`config.mk`:
```
export PLATFORM = sky130hd
export DESIGN_NAME = mc_ctrl
export DESIGN_NICKNAME = d
export VERILOG_FILES = /design/src/rtl/riscv_pkg.sv /design/src/rtl/mc_decode.sv /design/src/rtl/mc_ctrl.sv
export SDC_FILE = /design/constraint.sdc
export NUM_CORES = 1
export LEC_CHECK = 0
export CORE_MARGIN = 4
export CORE_UTILIZATION = 35
export DETAILED_ROUTE_END_ITERATION = 7
export GPL_TIMING_DRIVEN = 0
export MAX_ROUTING_LAYER = met4
export PLACE_DENSITY_LB_ADDON = 0.15
export SLEW_MARGIN = 20
export SYNTH_ARGS = -nofsm -noshare
export SYNTH_HDL_FRONTEND = slang
export SYNTH_HIERARCHICAL = 1
export SYNTH_SLANG_ARGS = --single-unit
```
`constraint.sdc`:
```
create_clock -name clk -period 2.7 [get_ports clk]
set_clock_uncertainty 0.05 [all_clocks]
set_input_delay 0.405 -clock clk [delete_from_list [all_inputs] [get_ports clk]]
set_output_delay 0.405 -clock clk [all_outputs]
set_load 0.02 [all_outputs]
```
`src/rtl/riscv_pkg.sv`:
```
`default_nettype none
// ============================================================================
// Module      : riscv_pkg
// Description : Shared RV32I constants for the multi-cycle control path:
//               opcodes, mux-select encodings, instruction classes and the
//               controller state encoding.
// Revision    : 1.0 - initial release
// ============================================================================
package riscv_pkg;

    // Major opcodes (inst[6:0])
    localparam logic [6:0] c_opc_load   = 7'b0000011;
    localparam logic [6:0] c_opc_store  = 7'b0100011;
    localparam logic [6:0] c_opc_branch = 7'b1100011;
    localparam logic [6:0] c_opc_jal    = 7'b1101111;
    localparam logic [6:0] c_opc_jalr   = 7'b1100111;
    localparam logic [6:0] c_opc_lui    = 7'b0110111;
    localparam logic [6:0] c_opc_auipc  = 7'b0010111;
    localparam logic [6:0] c_opc_opimm  = 7'b0010011;
    localparam logic [6:0] c_opc_op     = 7'b0110011;

    // Immediate generator format select
    localparam logic [2:0] c_imm_i   = 3'b000;
    localparam logic [2:0] c_imm_s   = 3'b001;
    localparam logic [2:0] c_imm_b   = 3'b010;
    localparam logic [2:0] c_imm_u   = 3'b011;
    localparam logic [2:0] c_imm_j   = 3'b100;
    localparam logic [2:0] c_imm_inv = 3'b111;

    // PC source select
    localparam logic [1:0] c_pc_plus4 = 2'b00;
    localparam logic [1:0] c_pc_alu   = 2'b01;
    localparam logic [1:0] c_pc_jalr  = 2'b10;

    // Register-file write-back source select
    localparam logic [1:0] c_wb_alu  = 2'b00;
    localparam logic [1:0] c_wb_mem  = 2'b01;
    localparam logic [1:0] c_wb_pc4  = 2'b10;

    // ALU operation select
    localparam logic [1:0] c_alu_add   = 2'b00;
    localparam logic [1:0] c_alu_funct = 2'b01;
    localparam logic [1:0] c_alu_passb = 2'b10;

    // Instruction classes produced by the opcode classifier
    typedef enum logic [3:0] {
        CLS_LOAD    = 4'd0,
        CLS_STORE   = 4'd1,
        CLS_BRANCH  = 4'd2,
        CLS_JAL     = 4'd3,
        CLS_JALR    = 4'd4,
        CLS_LUI     = 4'd5,
        CLS_AUIPC   = 4'd6,
        CLS_OPIMM   = 4'd7,
        CLS_OP      = 4'd8,
        CLS_ILLEGAL = 4'd9
    } inst_class_t;

    // Controller state encoding
    typedef enum logic [2:0] {
        ST_IDLE   = 3'd0,
        ST_FETCH  = 3'd1,
        ST_DECODE = 3'd2,
        ST_EXEC   = 3'd3,
        ST_MEM    = 3'd4,
        ST_WB     = 3'd5,
        ST_HALT   = 3'd6
    } state_t;

endpackage
`default_nettype wire

```
`src/rtl/mc_decode.sv`:
```
`default_nettype none
// ============================================================================
// Module      : mc_decode
// Description : Combinational opcode classifier. Maps inst[6:0] to an
//               instruction class and immediate format, flagging any opcode
//               outside the supported RV32I set as illegal.
// Revision    : 1.0 - initial release
// ============================================================================
module mc_decode
    import riscv_pkg::*;
(
    input  logic [31:0]  i_inst,
    output inst_class_t  o_class,
    output logic [2:0]   o_imm_sel,
    output logic         o_illegal
);

    // Opcode lookup; unknown opcodes get the invalid immediate code
    always_comb begin
        o_class   = CLS_ILLEGAL;
        o_imm_sel = c_imm_inv;
        o_illegal = 1'b0;
        case (i_inst[6:0])
            c_opc_load:   begin o_class = CLS_LOAD;   o_imm_sel = c_imm_i; end
            c_opc_store:  begin o_class = CLS_STORE;  o_imm_sel = c_imm_s; end
            c_opc_branch: begin o_class = CLS_BRANCH; o_imm_sel = c_imm_b; end
            c_opc_jal:    begin o_class = CLS_JAL;    o_imm_sel = c_imm_j; end
            c_opc_jalr:   begin o_class = CLS_JALR;   o_imm_sel = c_imm_i; end
            c_opc_lui:    begin o_class = CLS_LUI;    o_imm_sel = c_imm_u; end
            c_opc_auipc:  begin o_class = CLS_AUIPC;  o_imm_sel = c_imm_u; end
            c_opc_opimm:  begin o_class = CLS_OPIMM;  o_imm_sel = c_imm_i; end
            // R-type has no immediate; I keeps the generator quiet
            c_opc_op:     begin o_class = CLS_OP;     o_imm_sel = c_imm_i; end
            default:      o_illegal = 1'b1;
        endcase
    end

endmodule
`default_nettype wire

```
`src/rtl/mc_ctrl.sv`:
```
`default_nettype none
// ============================================================================
// Module      : mc_ctrl
// Description : Multi-cycle RV32I control FSM. Sequences fetch, decode,
//               execute, memory and write-back over a single-port memory
//               with a req/ready handshake and an optional wait timeout.
// Revision    : 1.0 - initial release
// ============================================================================
module mc_ctrl
    import riscv_pkg::*;
#(
    parameter int WAIT_LIMIT = 0,
    parameter int WAIT_W     = 8
) (
    input  logic        clk,
    input  logic        rst_n,
    input  logic [31:0] inst,
    input  logic        br_taken,
    input  logic        mem_ready,
    output logic        ir_write,
    output logic        pc_write,
    output logic [1:0]  pc_sel,
    output logic [2:0]  imm_sel,
    output logic        a_sel,
    output logic        b_sel,
    output logic [1:0]  alu_op,
    output logic        mem_req,
    output logic        mem_we,
    output logic        mem_addr_sel,
    output logic        reg_write,
    output logic [1:0]  wb_sel,
    output logic        retire,
    output logic        halted,
    output logic        bus_err
);

    localparam logic [WAIT_W-1:0] c_wait_limit = WAIT_W'(WAIT_LIMIT);
    localparam bit                c_timeout_en = (WAIT_LIMIT != 0);

    state_t             r_state;
    logic [WAIT_W-1:0]  r_wait_cnt;
    logic               r_bus_err;

    inst_class_t        w_class;
    logic [2:0]         w_imm_sel;
    logic               w_illegal;
    logic               w_timeout;
    logic [WAIT_W-1:0]  w_cnt_inc;

    mc_decode u_decode (
        .i_inst    (inst),
        .o_class   (w_class),
        .o_imm_sel (w_imm_sel),
        .o_illegal (w_illegal)
    );

    // Timeout fires only when the budget is spent and ready is still low,
    // so a ready arriving on the last allowed cycle completes normally
    assign w_timeout = c_timeout_en && (r_wait_cnt == c_wait_limit) && !mem_ready;
    // Saturate so an unlimited wait never wraps back through the limit
    assign w_cnt_inc = (&r_wait_cnt) ? r_wait_cnt : r_wait_cnt + 1'b1;
    assign bus_err   = r_bus_err;

    // State sequencing, wait counter and sticky bus error
    always_ff @(posedge clk or negedge rst_n) begin
        if (!rst_n) begin
            r_state    <= ST_IDLE;
            r_wait_cnt <= '0;
            r_bus_err  <= 1'b0;
        end else begin
            case (r_state)
                ST_IDLE: begin
                    r_state    <= ST_FETCH;
                    r_wait_cnt <= '0;
                end
                ST_FETCH: begin
                    if (mem_ready) begin
                        r_state    <= ST_DECODE;
                        r_wait_cnt <= '0;
                    end else if (w_timeout) begin
                        r_state    <= ST_HALT;
                        r_wait_cnt <= '0;
                        r_bus_err  <= 1'b1;
                    end else begin
                        r_wait_cnt <= w_cnt_inc;
                    end
                end
                ST_DECODE: begin
                    r_state    <= w_illegal ? ST_HALT : ST_EXEC;
                    r_wait_cnt <= '0;
                end
                ST_EXEC: begin
                    r_wait_cnt <= '0;
                    case (w_class)
                        CLS_LOAD, CLS_STORE:           r_state <= ST_MEM;
                        CLS_BRANCH, CLS_JAL, CLS_JALR: r_state <= ST_FETCH;
                        CLS_ILLEGAL:                   r_state <= ST_HALT;
                        default:                       r_state <= ST_WB;
                    endcase
                end
                ST_MEM: begin
                    if (mem_ready) begin
                        r_state    <= (w_class == CLS_LOAD) ? ST_WB : ST_FETCH;
                        r_wait_cnt <= '0;
                    end else if (w_timeout) begin
                        r_state    <= ST_HALT;
                        r_wait_cnt <= '0;
                        r_bus_err  <= 1'b1;
                    end else begin
                        r_wait_cnt <= w_cnt_inc;
                    end
                end
                ST_WB: begin
                    r_state    <= ST_FETCH;
                    r_wait_cnt <= '0;
                end
                ST_HALT: begin
                    r_state    <= ST_HALT;
                    r_wait_cnt <= '0;
                end
                default: begin
                    r_state    <= ST_IDLE;
                    r_wait_cnt <= '0;
                end
            endcase
        end
    end

    // Datapath strobes decoded from the current state and instruction
    always_comb begin
        ir_write     = 1'b0;
        pc_write     = 1'b0;
        pc_sel       = c_pc_plus4;
        imm_sel      = c_imm_i;
        a_sel        = 1'b0;
        b_sel        = 1'b0;
        alu_op       = c_alu_add;
        mem_req      = 1'b0;
        mem_we       = 1'b0;
        mem_addr_sel = 1'b0;
        reg_write    = 1'b0;
        wb_sel       = c_wb_alu;
        retire       = 1'b0;
        halted       = 1'b0;
        case (r_state)
            ST_FETCH: begin
                mem_req  = 1'b1;
                ir_write = mem_ready;
            end
            ST_DECODE: begin
                imm_sel = w_imm_sel;
            end
            ST_EXEC: begin
                imm_sel = w_imm_sel;
                case (w_class)
                    CLS_OP: begin
                        alu_op = c_alu_funct;
                    end
                    CLS_OPIMM: begin
                        b_sel  = 1'b1;
                        alu_op = c_alu_funct;
                    end
                    CLS_LOAD, CLS_STORE: begin
                        b_sel = 1'b1;
                    end
                    CLS_AUIPC: begin
                        a_sel = 1'b1;
                        b_sel = 1'b1;
                    end
                    CLS_LUI: begin
                        b_sel  = 1'b1;
                        alu_op = c_alu_passb;
                    end
                    CLS_BRANCH: begin
                        a_sel    = 1'b1;
                        b_sel    = 1'b1;
                        pc_write = 1'b1;
                        pc_sel   = br_taken ? c_pc_alu : c_pc_plus4;
                        retire   = 1'b1;
                    end
                    CLS_JAL, CLS_JALR: begin
                        a_sel     = (w_class == CLS_JAL);
                        b_sel     = 1'b1;
                        pc_write  = 1'b1;
                        pc_sel    = (w_class == CLS_JAL) ? c_pc_alu : c_pc_jalr;
                        reg_write = 1'b1;
                        wb_sel    = c_wb_pc4;
                        retire    = 1'b1;
                    end
                    default: ;
                endcase
            end
            ST_MEM: begin
                imm_sel      = w_imm_sel;
                mem_req      = 1'b1;
                mem_addr_sel = 1'b1;
                mem_we       = (w_class == CLS_STORE);
                if (mem_ready && (w_class == CLS_STORE)) begin
                    pc_write = 1'b1;
                    retire   = 1'b1;
                end
            end
            ST_WB: begin
                imm_sel   = w_imm_sel;
                reg_write = 1'b1;
                wb_sel    = (w_class == CLS_LOAD) ? c_wb_mem : c_wb_alu;
                pc_write  = 1'b1;
                retire    = 1'b1;
            end
            ST_HALT: begin
                imm_sel = c_imm_inv;
                halted  = 1'b1;
            end
            default: ;
        endcase
    end

endmodule
`default_nettype wire
```
* After elaboration in Yosys (flattened, before gate mapping)
Index checks and enable logic that the tools add are counted.
** Word-level totals
- Input port bits :: 36
- Output and inout bits :: 20
- Register bits after elaboration :: 3
** Operators by class
- Equal/unequal tests :: 26
- Reductions and logical operators :: 16
- Multiplexer cells :: 32
** Operators with widths (count)
- 4-bit case mux with 9 select lines :: 1
- 7-bit by 6-bit == test with 1-bit output, second input constant :: 3
- 7-bit == test, second input constant :: 3
- 3-bit case mux with 6 select lines :: 1
- 4-bit by 3-bit == test with 1-bit output, second input constant :: 4
- 3-bit case mux with 5 select lines :: 1
- 7-bit by 5-bit == test with 1-bit output, second input constant :: 2
- 2-bit OR reduction :: 7
- 1-bit 2-to-1 mux :: 13
- 3-bit 2-to-1 mux :: 4
- 2-bit case mux with 2 select lines :: 3
- 3-bit == test, second input constant :: 3
- 3-bit case mux with 3 select lines :: 1
- 9-bit OR reduction :: 1
- 4-bit by 2-bit == test with 1-bit output, second input constant :: 2
- 4-bit == test, second input constant :: 2
- 2-bit 2-to-1 mux :: 4
- 4-bit OR reduction :: 2
- 8-bit OR reduction :: 1
- 7-bit by 2-bit == test with 1-bit output, second input constant :: 1
- 3-bit by 2-bit == test with 1-bit output, second input constant :: 2
- 3-bit case mux with 2 select lines :: 1
- 4-bit by 1-bit == test with 1-bit output, second input constant :: 1
- 4-bit zero test :: 1
- 8 further kinds :: 10

* Longest topological paths before layout
Gate-level depths: netlist of run 1.
- Depth in word-level cells :: 6
- Gate-level depth with buffers :: 9
- Depth with buffers taken out :: 6

* Hierarchy
The synthesis of run 1 kept the hierarchy.
** By module, submodules not included
- mc_ctrl :: times used 1, area each 581.8 um^2, sequential area each 75.1 um^2, cells each 75
- mc_decode :: times used 1, area each 235.2 um^2, sequential area each 0.0 um^2, cells each 36

* Least setup slack after synthesis of run 1
No wires, ideal clock.
- Kind :: input -> output
- Start point :: in inst[3]
- End point :: out retire
- Slack :: 0.142 ns
- Path buffers :: 3
- Stages on the path :: 9
- Arrival :: 2.103 ns
- Cells stage by stage :: buf_2 > or2_2 > a21oi_1 > o21bai_1 > buf_4 > nor2_2 > a22oi_1 > o22ai_1 > buf_4
** Between the ends
- Cells in the longest elaborated chain, start to end :: 6
- Elaborated cells on any way between the ends :: 19
** RTL lines
- start, declared :: line mc_ctrl.sv:17 : input logic [31:0] inst,
- 7-bit by 6-bit == test with 1-bit output (tied with other cells) :: line mc_decode.sv:23 : case (i_inst[6:0])
- 4-bit case mux with 9 select lines (*) :: line mc_decode.sv:23
- named net w_class[3] :: line mc_ctrl.sv:44 : inst_class_t w_class;
- 4-bit by 2-bit == test with 1-bit output (tied with other cells)
- 3-bit OR reduction / 1-bit logical AND (equally long branches)
- 1-bit 2-to-1 mux (on tied branches)
- 1-bit case mux with 3 select lines (*)
- end, declared :: line mc_ctrl.sv:32 : output logic retire,
The timed path passes the listed nets; every way through them passes the cells marked *.

* Final worst setup path of run 1
- Start point :: in inst[1]
- End point :: out reg_write
** Between the ends
- Cells in the longest elaborated chain, start to end :: 6
- Elaborated cells on any way between the ends :: 15
** RTL lines
- 7-bit by 6-bit == test with 1-bit output (tied with other cells) :: line mc_decode.sv:23
- 4-bit case mux with 9 select lines (*) :: line mc_decode.sv:23
- named net w_class[0] :: line mc_ctrl.sv:44
- 4-bit by 2-bit == test with 1-bit output / 4-bit by 3-bit == test with 1-bit output (equally long branches) :: line mc_ctrl.sv:155 : case (w_class)
- 2-bit OR reduction (*)
- 1-bit 2-to-1 mux (*) :: line mc_ctrl.sv:155
- 1-bit case mux with 2 select lines (*) :: line mc_ctrl.sv:145 : case (r_state)
- end, declared :: line mc_ctrl.sv:30 : output logic reg_write,
Marked as above.

==> results of run 1 <==
==> cells in the mapped netlist (2+ instances only) <==
library cell and number:
nand2b_1 6, nand2_1 9, nor2b_4 2, buf_6 2, xnor2_1 2, and3b_1 2, nor2b_1 7, a21o_1 2
nor2_2 2, a21oi_1 3, o21ai_1 9, a31oi_1 3, nand2b_4 2, nand3b_1 3, dfrtp_1 3, nor3b_2 4
nand3_1 3, buf_4 5, buf_2 3, nor4_1 3, o21a_1 2, nor2_1 8, o21bai_1 4
==> worst max-delay path, stage by stage <==
cell	delay, ns
clkdlybuf4s50_1	0.47
nand2_2	0.10
nor2_4	0.15
o21ai_2	0.08
buf_4	0.15
buf_4	0.15
nor3b_4	0.21
o21ai_1	0.10
a21boi_1	0.14
buf_2	0.18
==> power by group <==
part | internal (W) | total [W] | switching [W]
Sequential | 0.0000696 | 0.000111 | 0.0000410
Clock | 0.0000553 | 0.0000769 | 0.0000216
Combinational | 0.000340 | 0.000690 | 0.000350
==> layer usage <==
metal / vias up / track usage [%] / part of all wire, %
li1: 493 / - / -
met1: 459 / 19.34 / 42
met2: 25 / 28.55 / 51
met3: 6 / 2.299 / 4.4
met4: 0 / 6.102 / 2.2
met5: - / - / 0
==> kinds of logic after synthesis <==
logic type / Yosys count
flip-flops: 3
XOR/XNOR: 2
AND/OR/NAND/NOR: 64
multiplexers: 1
other: 1
AO/OA/AOI/OAI: 29
buffers and inverters: 11
==> metrics by stage <==
stage / setup slack, ns / hold WS, ns
2_1_floorplan: 0.1419 / 0.05941
3_3_place_gp: -0.7898 / 0.5419
3_5_place_dp: -0.8032 / 0.5532
4_1_cts: 0.02607 / 0.3082
5_1_grt: 0.0007709 / 0.3217
6_report: 0.1039 / 0.3113
==> final cells by class <==
type	count	area share, %
Tap cell	28	2.511
Clock buffer	4	1.883
Buffer	11	6.816
Multi-Input combinational cell	97	57.04
Timing Repair Buffer	44	26.37
Sequential cell	3	5.381
==> path summary, 6_finish.rpt <==
path,to,slack (ns),cells past startpoint
setup / recovery,reg_write,0.10,10
hold / removal,r_state[0],0.31,1
setup reg to reg,r_state[2],1.45,3
hold reg to reg,r_state[2],0.72,3
max in group asynchronous,r_state[1],2.14,1
min in group clk,r_state[2],0.72,3
==> timing repair <==
item                       CTS  global route
gates cloned                 1             0
setup endpoints to repair   15            12
hold buffers                 0             0
pin swaps                    4             8
buffers inserted            13             4
gates resized for setup     42            29
==> flow_metrics.py, run 1 <==
metrics = {
    "route": {
        "routed_via_density": 5.257,
        "drt_iter0_drc": 8,
        "routed_wl_um": 2593,
        "drc": 0,
        "drt_pass1_iterations": 2,
        "num_vias": 983,
        "drtAntennaViolNets": 0,
        "post_drt_wl_per_cell_um": 13.87,
    },
    "synth": {
        "synth-edff-count": 0,
        "synth_area_leader_cell": "dfrtp_1",
        "synth_cell_types": 45,
        "syn-cell-area_um2": 817.0,
        "ys.flop_type": "dfrtp_1",
        "synth-compound-area-share_pct": 22.82,
        "synthSimpleGateAreaFrac_pct": 54.06,
        "synth_top_area_share_pct": 9.188,
        "yosys_register_bits": 3,
        "synthTopCellsByArea": "dfrtp_1, nor3b_2, o21ai_1",
        "synthCells": 111,
        "ys_warn_count": 6,
        "syn_avg_cell_area_um2": 7.361,
        "synth_mux_area_share_pct": 1.225,
        "async_flop_share_pct": 100.0,
        "synth-xor-area-share_pct": 2.144,
        "yosysSeqAreaShare_pct": 9.188,
        "synthAdderAreaFrac_pct": 0,
        "synth_top_family_by_area": "simple AND/OR/NAND/NOR gates",
        "syn_nets": 147,
    },
    "placement": {
        "place.gp.congestion": 0.7658,
        "place_hpwl_um": 1651,
        "placed_area_um2": 1122,
        "portBuffers": 27,
        "dpl.cell_count": 166,
    },
    "timing": {
        "rsz0062_at_grt": "no",
        "fmax_ghz": 0.3852,
        "fin_tns_setup_ns": 0,
        "hold_viol": 0,
        "setup_viol": 0,
        "period_share_pct": 96.15,
        "period_minus_slack_ns": 2.596,
        "maxSlewViolCount": 0,
    },
    "cells_and_area": {
        "diodes": 0,
        "largest_reg_flops": 3,
        "layout-drive-gt1-share_pct": 43.40,
        "final_common_cell": "buf_4",
        "ff_latch_area_um2": 75.07,
        "fin_area_um2": 1395,
        "regMostFlops": "r_state",
        "stdcell_count": 187,
        "synthToLayoutAreaGrowth_pct": 70.75,
        "multi_input_area_um2": 795.8,
        "mostFrequentLayoutCells": "buf_4, clkdlybuf4s50_1, nand2_1, o21ai_1",
        "post-route-util_pct": 63.07,
        "n_fill_cell": 214,
        "fin_nets": 196,
        "reg_top3": "r_state: 3 flops",
    },
    "clock_tree": {
        "cts_made_buffers": 3,
        "clk-insertion-delay-late_ns": 0.23,
        "path_clk_slew_ns": 0.04,
        "cts_sinks": 3,
        "htree_levels": 1,
        "clockBufferDepth": 2,
        "cts_tree": "done",
        "root_buffer": "clkbuf_4",
    },
    "grt": {
        "grt_pass1_vias": 992,
        "grt_overflow": 0,
        "grt_pass1_wl_um": 4250,
        "antenna_found_initial": 0,
        "grt_use_total_pct": 16.52,
        "grt_max_degree": 11,
    },
    "worst_setup_path": {
        "end_kind": "output pin",
        "r2r_start": "r_state[1]",
        "worstPathMaxFanout": 6,
        "critical_path_class": "in -> out",
        "startpoint_type": "primary input",
        "cp.arrival_ns": 2.14,
        "startpoint": "inst[1]",
        "required_ns": 2.25,
    },
    "power_and_ir_drop": {
        "power_density_nw_per_um2": 629.1,
        "p_total_w": 0.0008776,
        "leakage_nw": 0.6224,
        "ir_worst_vdd_uv": 456.0,
    },
    "floorplan": {
        "die_w_um": 56.32,
        "dieArea_um2": 3171,
        "initial_core_util_pct": 36.93,
        "chipHeight_um": 56.32,
        "rows": 17,
        "coreArea_um2": 2212,
        "io_pins": 56,
    },
    "run": {
        "cap_viol_max_count": 0,
    },
    "worst_hold_path": {
        "min-delay-path-class": "in -> async",
    },
    "outcome": {
        "run_status": "finished clean",
    },
}
Power figures use the tool's default switching activity.
==> run 2: changes to the inputs <==
--- a/config.mk
+++ b/config.mk
@@ -5,8 +5,9 @@
 export SDC_FILE = /design/constraint.sdc
 export NUM_CORES = 1
 export LEC_CHECK = 0
+export ABC_AREA = 1
 export CORE_MARGIN = 4
-export CORE_UTILIZATION = 35
+export CORE_UTILIZATION = 33
 export DETAILED_ROUTE_END_ITERATION = 7
 export GPL_TIMING_DRIVEN = 0
 export MAX_ROUTING_LAYER = met4
==> run 2 against run 1 <==
  * Sequential share of layout area increased by 0.66 points
  * Core utilization decreased by 1.0 points
  * Cell count increased by 11%
  * Routed wire length decreased by 19%
  * Synthesized cell count increased by 24%
  * First-iteration DRC count increased by 130%
  * Non-clock buffer count decreased by 14
  * Synthesized area decreased by 13%
  * Via count decreased by 3.3%
  * Cell area decreased by 11%
  * Hold slack got worse by 0.0092 ns
  * Critical path type unchanged
  * Largest cell class unchanged
  * Largest power group unchanged
==> flow_metrics.py, run 2 <==
metrics = {
    "outcome": {
        "run_status": "finished clean",
    },
    "floorplan": {
        "io_pins": 56,
        "chipHeight_um": 54.53,
        "coreArea_um2": 2002,
        "die_w_um": 54.53,
        "initial_core_util_pct": 35.69,
        "rows": 16,
        "dieArea_um2": 2974,
    },
    "power_and_ir_drop": {
        "p_int_w": 0.0003336,
        "power_density_nw_per_um2": 583.3,
        "swShare_pct": 53.98,
        "seqPwrFrac_pct": 15.2,
        "ir_worst_vdd_uv": 410.3,
        "leakage_nw": 0.6573,
        "p_sw_w": 0.0003912,
        "pwr-share-comb_pct": 73.5,
        "clock_power_share_pct": 11.3,
    },
    "worst_setup_path": {
        "path_cells": "dlygate4sd2_1 > nand3_2 > inv_2 > nand2_2 > nand2_1 > nor2_1 > nand2_2 > nand2_4 > nor2_4 > buf_6 > nand4_1 > nand3_2 > buf_4 > buf_6",
        "worstPathMaxFanout": 5,
        "critical_path_class": "in -> out",
        "r2r_slack_ns": 1.44,
        "end_kind": "output pin",
        "max_stage_delay_ns": 0.33,
        "crit_slowest_cell": "dlygate4sd2_1",
        "required_ns": 2.25,
        "cp.arrival_ns": 2.13,
        "startpoint_type": "primary input",
        "worst-path-buf-inv": 5,
        "crit_family": "simple AND/OR/NAND/NOR gates",
    },
    "placement": {
        "place_hpwl_um": 1480,
        "placed_area_um2": 1039,
        "portBuffers": 29,
        "place_ws_ns": -0.7534,
        "place.gp.congestion": 0.8282,
    },
    "synth": {
        "syn-cell-area_um2": 714.4,
        "synth_area_leader_cell": "nand2_1",
        "syn_avg_cell_area_um2": 5.177,
        "async_flop_share_pct": 100.0,
        "synthTopCellsByArea": "nand2_1, dfrtp_1, nor2_1",
        "synth_cell_types": 22,
        "synthCells": 138,
        "synth.most_common_cell": "nand2_1",
        "yosysSeqAreaShare_pct": 10.51,
        "synth_top_area_share_pct": 20.49,
        "syn_nets": 174,
        "ys.flop_type": "dfrtp_1",
        "synthTopCellsByCount": "nand2_1, nor2_1, inv_1, nand3_1, nand2_2",
        "ys_warn_count": 6,
        "synth-edff-count": 0,
        "yosys_register_bits": 3,
    },
    "route": {
        "post_drt_wl_per_cell_um": 10.07,
        "routed_wl_um": 2095,
        "drt_pass1_iterations": 4,
        "drc": 0,
        "routed_via_density": 4.572,
        "drtAntennaViolNets": 0,
        "drt_iter0_drc": 18,
        "num_vias": 951,
    },
    "grt": {
        "grt_use_total_pct": 15.41,
        "grt_pass1_vias": 848,
        "grt_max_degree": 8,
        "grt_overflow": 0,
        "antenna_found_initial": 0,
        "grt_pass1_wl_um": 3415,
    },
    "cells_and_area": {
        "fin_area_um2": 1242,
        "layout-drive-gt1-share_pct": 42.54,
        "mostFrequentLayoutCells": "nand2_1, nor2_1, nand2_2",
        "regMostFlops": "r_state",
        "largest_reg_flops": 3,
        "diodes": 0,
        "reg_top3": "r_state: 3 flops",
        "synthToLayoutAreaGrowth_pct": 73.91,
        "final_common_cell": "nand2_1",
        "fin_nets": 218,
    },
    "timing": {
        "hold_viol": 0,
        "setup_viol": 0,
        "hold_ws_ns": 0.3021,
        "maxSlewViolCount": 0,
        "fmax_ghz": 0.3873,
        "period_share_pct": 95.62,
        "fin_tns_setup_ns": 0,
        "worst_slack_ns": 0.1182,
        "period_minus_slack_ns": 2.582,
    },
    "worst_hold_path": {
        "min-delay-path-class": "in -> async",
    },
    "clock_tree": {
        "clk-insertion-delay-late_ns": 0.24,
        "clockBufferDepth": 2,
        "htree_levels": 1,
        "root_buffer": "clkbuf_4",
        "cts_tree": "done",
        "cts_made_buffers": 3,
        "path_clk_slew_ns": 0.04,
        "cts_sinks": 3,
    },
    "run": {
        "cap_viol_max_count": 0,
    },
}
[run 2: area by class of cell]
type	instances	area, um^2
Multi-Input combinational cell	109	643.1
Buffer	2	15.01
Sequential cell	3	75.07
Clock buffer	4	26.28
Timing Repair Buffer	39	359.1
Tap cell	27	33.78
Inverter	24	90.09
Fill cell	199	759.5
[run 2: per-layer routing]
layer	vias up	share of wire (%)	global-route usage, %
met1	412	49	22.24
met4	0	0.29	3.320
met2	26	48	23.11
li1	511	-	-
met5	-	0	-
met3	2	3.0	1.362
[run 2: per-stage QoR]
step	power, W	utilization (%)	std cells
6_report	0.0007247	62.06	208
5_1_grt	0.0007944	62.06	208
4_1_cts	0.0007118	58.00	206
3_5_place_dp	0.0006525	51.88	194
3_3_place_gp	0.0006478	51.88	194
2_1_floorplan	0.0004390	-	138
[run 2: kinds of logic after synthesis]
| family | count (synthesis) | synth area share, % |
|---|---|---|
| buffers and inverters | 26 | 14.71 |
| flip-flops | 3 | 10.51 |
| other | 1 | 0.5249 |
| AO/OA/AOI/OAI | 14 | 10.68 |
| AND/OR/NAND/NOR | 94 | 63.57 |
[run 2: power groups by stage]
stage          Sequential (W)  Clock [W]  Combinational, W
2_1_floorplan        0.000102          0          0.000337
3_3_place_gp         0.000109          0          0.000539
3_5_place_dp         0.000110          0          0.000542
4_1_cts              0.000110  0.0000822          0.000520
5_1_grt              0.000115  0.0000849          0.000594
6_report             0.000110  0.0000820          0.000532
[run 2: path summary, 6_finish.rpt]
kind,from,endpoint,cells after the start
max in group asynchronous,rst_n,r_state[1],1
min in group clk,r_state[1],r_state[1],2
setup / recovery,inst[5],retire,14
hold / removal,rst_n,r_state[0],1
setup reg to reg,r_state[2],r_state[1],6
hold reg to reg,r_state[1],r_state[1],2
[run 2: repair_timing]
| action | 4_1_cts | 5_1_grt |
|---|---|---|
| pin swaps | 5 | 13 |
| resized for setup | 73 | 20 |
| buffers inserted | 8 | 2 |
| hold buffers | 0 | 0 |
| setup endpoints to repair | 15 | 11 |
==> run 3: changes to the inputs <==
--- a/config.mk
+++ b/config.mk
@@ -10,7 +10,6 @@
 export CORE_UTILIZATION = 33
 export DETAILED_ROUTE_END_ITERATION = 7
 export GPL_TIMING_DRIVEN = 0
-export MAX_ROUTING_LAYER = met4
 export PLACE_DENSITY_LB_ADDON = 0.15
 export SLEW_MARGIN = 20
 export SYNTH_ARGS = -nofsm -noshare
==> run 3 against run 2 <==
  * Routed wire length down 3.8%
  * Clock power fell by 4.3%
  * Power decreased by 0.61%
  * Critical path depth down 1
  * Core utilization decreased by 0.44 points
  * Sequential share of layout area barely moved
  * Non-clock buffer count is 4 lower
  * Hold slack gained 0.0013 ns
  * Critical endpoint is now reg_write
  * Sequential power about the same
==> flow_metrics.py, run 3 (synthesized netlist as in run 2, its figures left out) <==
metrics = {
    "cells_and_area": {
        "fin_nets": 214,
        "post-route-util_pct": 61.63,
        "reg_top3": "r_state: 3 flops",
        "synthToLayoutAreaGrowth_pct": 72.68,
        "largest_reg_flops": 3,
        "final_common_cell": "nand2_1",
        "mostFrequentLayoutCells": "nand2_1, inv_1, nand2_2, nor2_1, buf_4",
        "layout-drive-gt1-share_pct": 41.81,
        "stdcell_count": 204,
        "regMostFlops": "r_state",
        "diodes": 0,
    },
    "worst_setup_path": {
        "end_kind": "output pin",
        "required_ns": 2.25,
        "cp.arrival_ns": 2.11,
        "r2r_end": "r_state[1]",
        "worstPathMaxFanout": 7,
        "startpoint_type": "primary input",
        "r2r_cells": 6,
        "r2r_start": "r_state[2]",
        "startpoint": "inst[5]",
        "critical_path_class": "in -> out",
        "r2r_slack_ns": 1.42,
    },
    "clock_tree": {
        "root_buffer": "clkbuf_4",
        "htree_levels": 1,
        "cts_made_buffers": 3,
        "cts_sinks": 3,
        "clk-insertion-delay-late_ns": 0.23,
        "clockBufferDepth": 2,
        "path_clk_slew_ns": 0.04,
        "cts_tree": "done",
    },
    "worst_hold_path": {
        "min-delay-path-class": "in -> async",
    },
    "timing": {
        "hold_viol": 0,
        "period_minus_slack_ns": 2.564,
        "period_share_pct": 94.96,
        "maxSlewViolCount": 0,
        "fmax_ghz": 0.3900,
        "setup_viol": 0,
    },
    "placement": {
        "dpl.cell_count": 194,
        "place_hpwl_um": 1493,
        "portBuffers": 29,
        "place.gp.congestion": 0.8211,
    },
    "power_and_ir_drop": {
        "leakage_nw": 0.6680,
        "power_density_nw_per_um2": 583.9,
        "ir_worst_vdd_uv": 440.1,
    },
    "route": {
        "drtAntennaViolNets": 0,
        "drt_pass1_iterations": 4,
        "routed_via_density": 4.637,
        "routed_wl_um": 2015,
        "drc": 0,
        "post_drt_wl_per_cell_um": 9.877,
        "drt_iter0_drc": 8,
        "num_vias": 946,
    },
    "run": {
        "cap_viol_max_count": 0,
    },
    "floorplan": {
        "chipHeight_um": 54.53,
        "coreArea_um2": 2002,
        "dieArea_um2": 2974,
        "io_pins": 56,
        "rows": 16,
        "initial_core_util_pct": 35.69,
        "die_w_um": 54.53,
    },
    "grt": {
        "grt_max_degree": 8,
        "grt_overflow": 0,
        "antenna_found_initial": 0,
        "grt_pass1_vias": 853,
        "grt_pass1_wl_um": 3408,
        "grt_use_total_pct": 15.04,
    },
    "outcome": {
        "run_status": "finished clean",
    },
}
[run 3: cell type report]
cell class | instances | area [um^2]
Inverter | 24 | 90.09
Timing Repair Buffer | 35 | 309.0
Tap cell | 27 | 33.78
Sequential cell | 3 | 75.07
Clock buffer | 4 | 26.28
Buffer | 2 | 15.01
Multi-Input combinational cell | 109 | 684.4
Fill cell | 203 | 768.2
[run 3: report_power, final]
| part | switching (W) | internal [W] | leakage, nW |
|---|---|---|---|
| clock network | 0.0000231 | 0.0000554 | 0.0150 |
| logic | 0.000325 | 0.000207 | 0.616 |
| registers | 0.0000421 | 0.0000682 | 0.0368 |
[run 3: per-layer routing]
metal  track usage [%]  vias up  part of all wire [%]
met3             1.907        2                   3.9
met2             25.50       22                    51
met5                 0        -                     0
met1             20.42      420                    45
li1                  -      502                     -
met4             2.490        0                  0.74
[run 3: worst max-delay path by stage]
stage	to	slack (ns)	depth (start not counted)
floorplan	alu_op[1]	0.26	11
global placement	retire	-0.74	15
detailed placement	retire	-0.76	15
CTS	reg_write	-0.06	13
global route	reg_write	-0.03	13
finish	reg_write	0.14	13
[run 3: worst max-delay path: stages]
cell	delay (ns)
dlygate4sd2_1	0.32
nand3_2	0.16
inv_2	0.11
nand2_2	0.09
nand2_2	0.09
nor2_2	0.05
nand2_4	0.10
nand2_8	0.09
nor2_4	0.18
nand3_2	0.08
and2_4	0.15
o21ai_2	0.14
buf_6	0.13
[run 3: through the flow]
stage	hold slack, ns	power, W	worst slack [ns]	instance area (um^2)	setup TNS, ns
floorplan	0.05941	0.0004390	0.2608	714.4	0
global placement	0.5431	0.0006472	-0.7426	1039	-6.960
detailed placement	0.5440	0.0006539	-0.7557	1039	-7.145
CTS	0.2989	0.0007033	-0.05632	1090	-0.1624
global route	0.3001	0.0007913	-0.03047	1234	-0.04698
finish	0.3034	0.0007203	0.1360	1234	0
[run 3: timing repair]
action	in CTS	in global routing
pin swaps	5	12
gates resized for setup	65	34
hold buffers	0	0
setup buffers	4	2
endpoints found under the setup margin	15	14
cloned	0	0
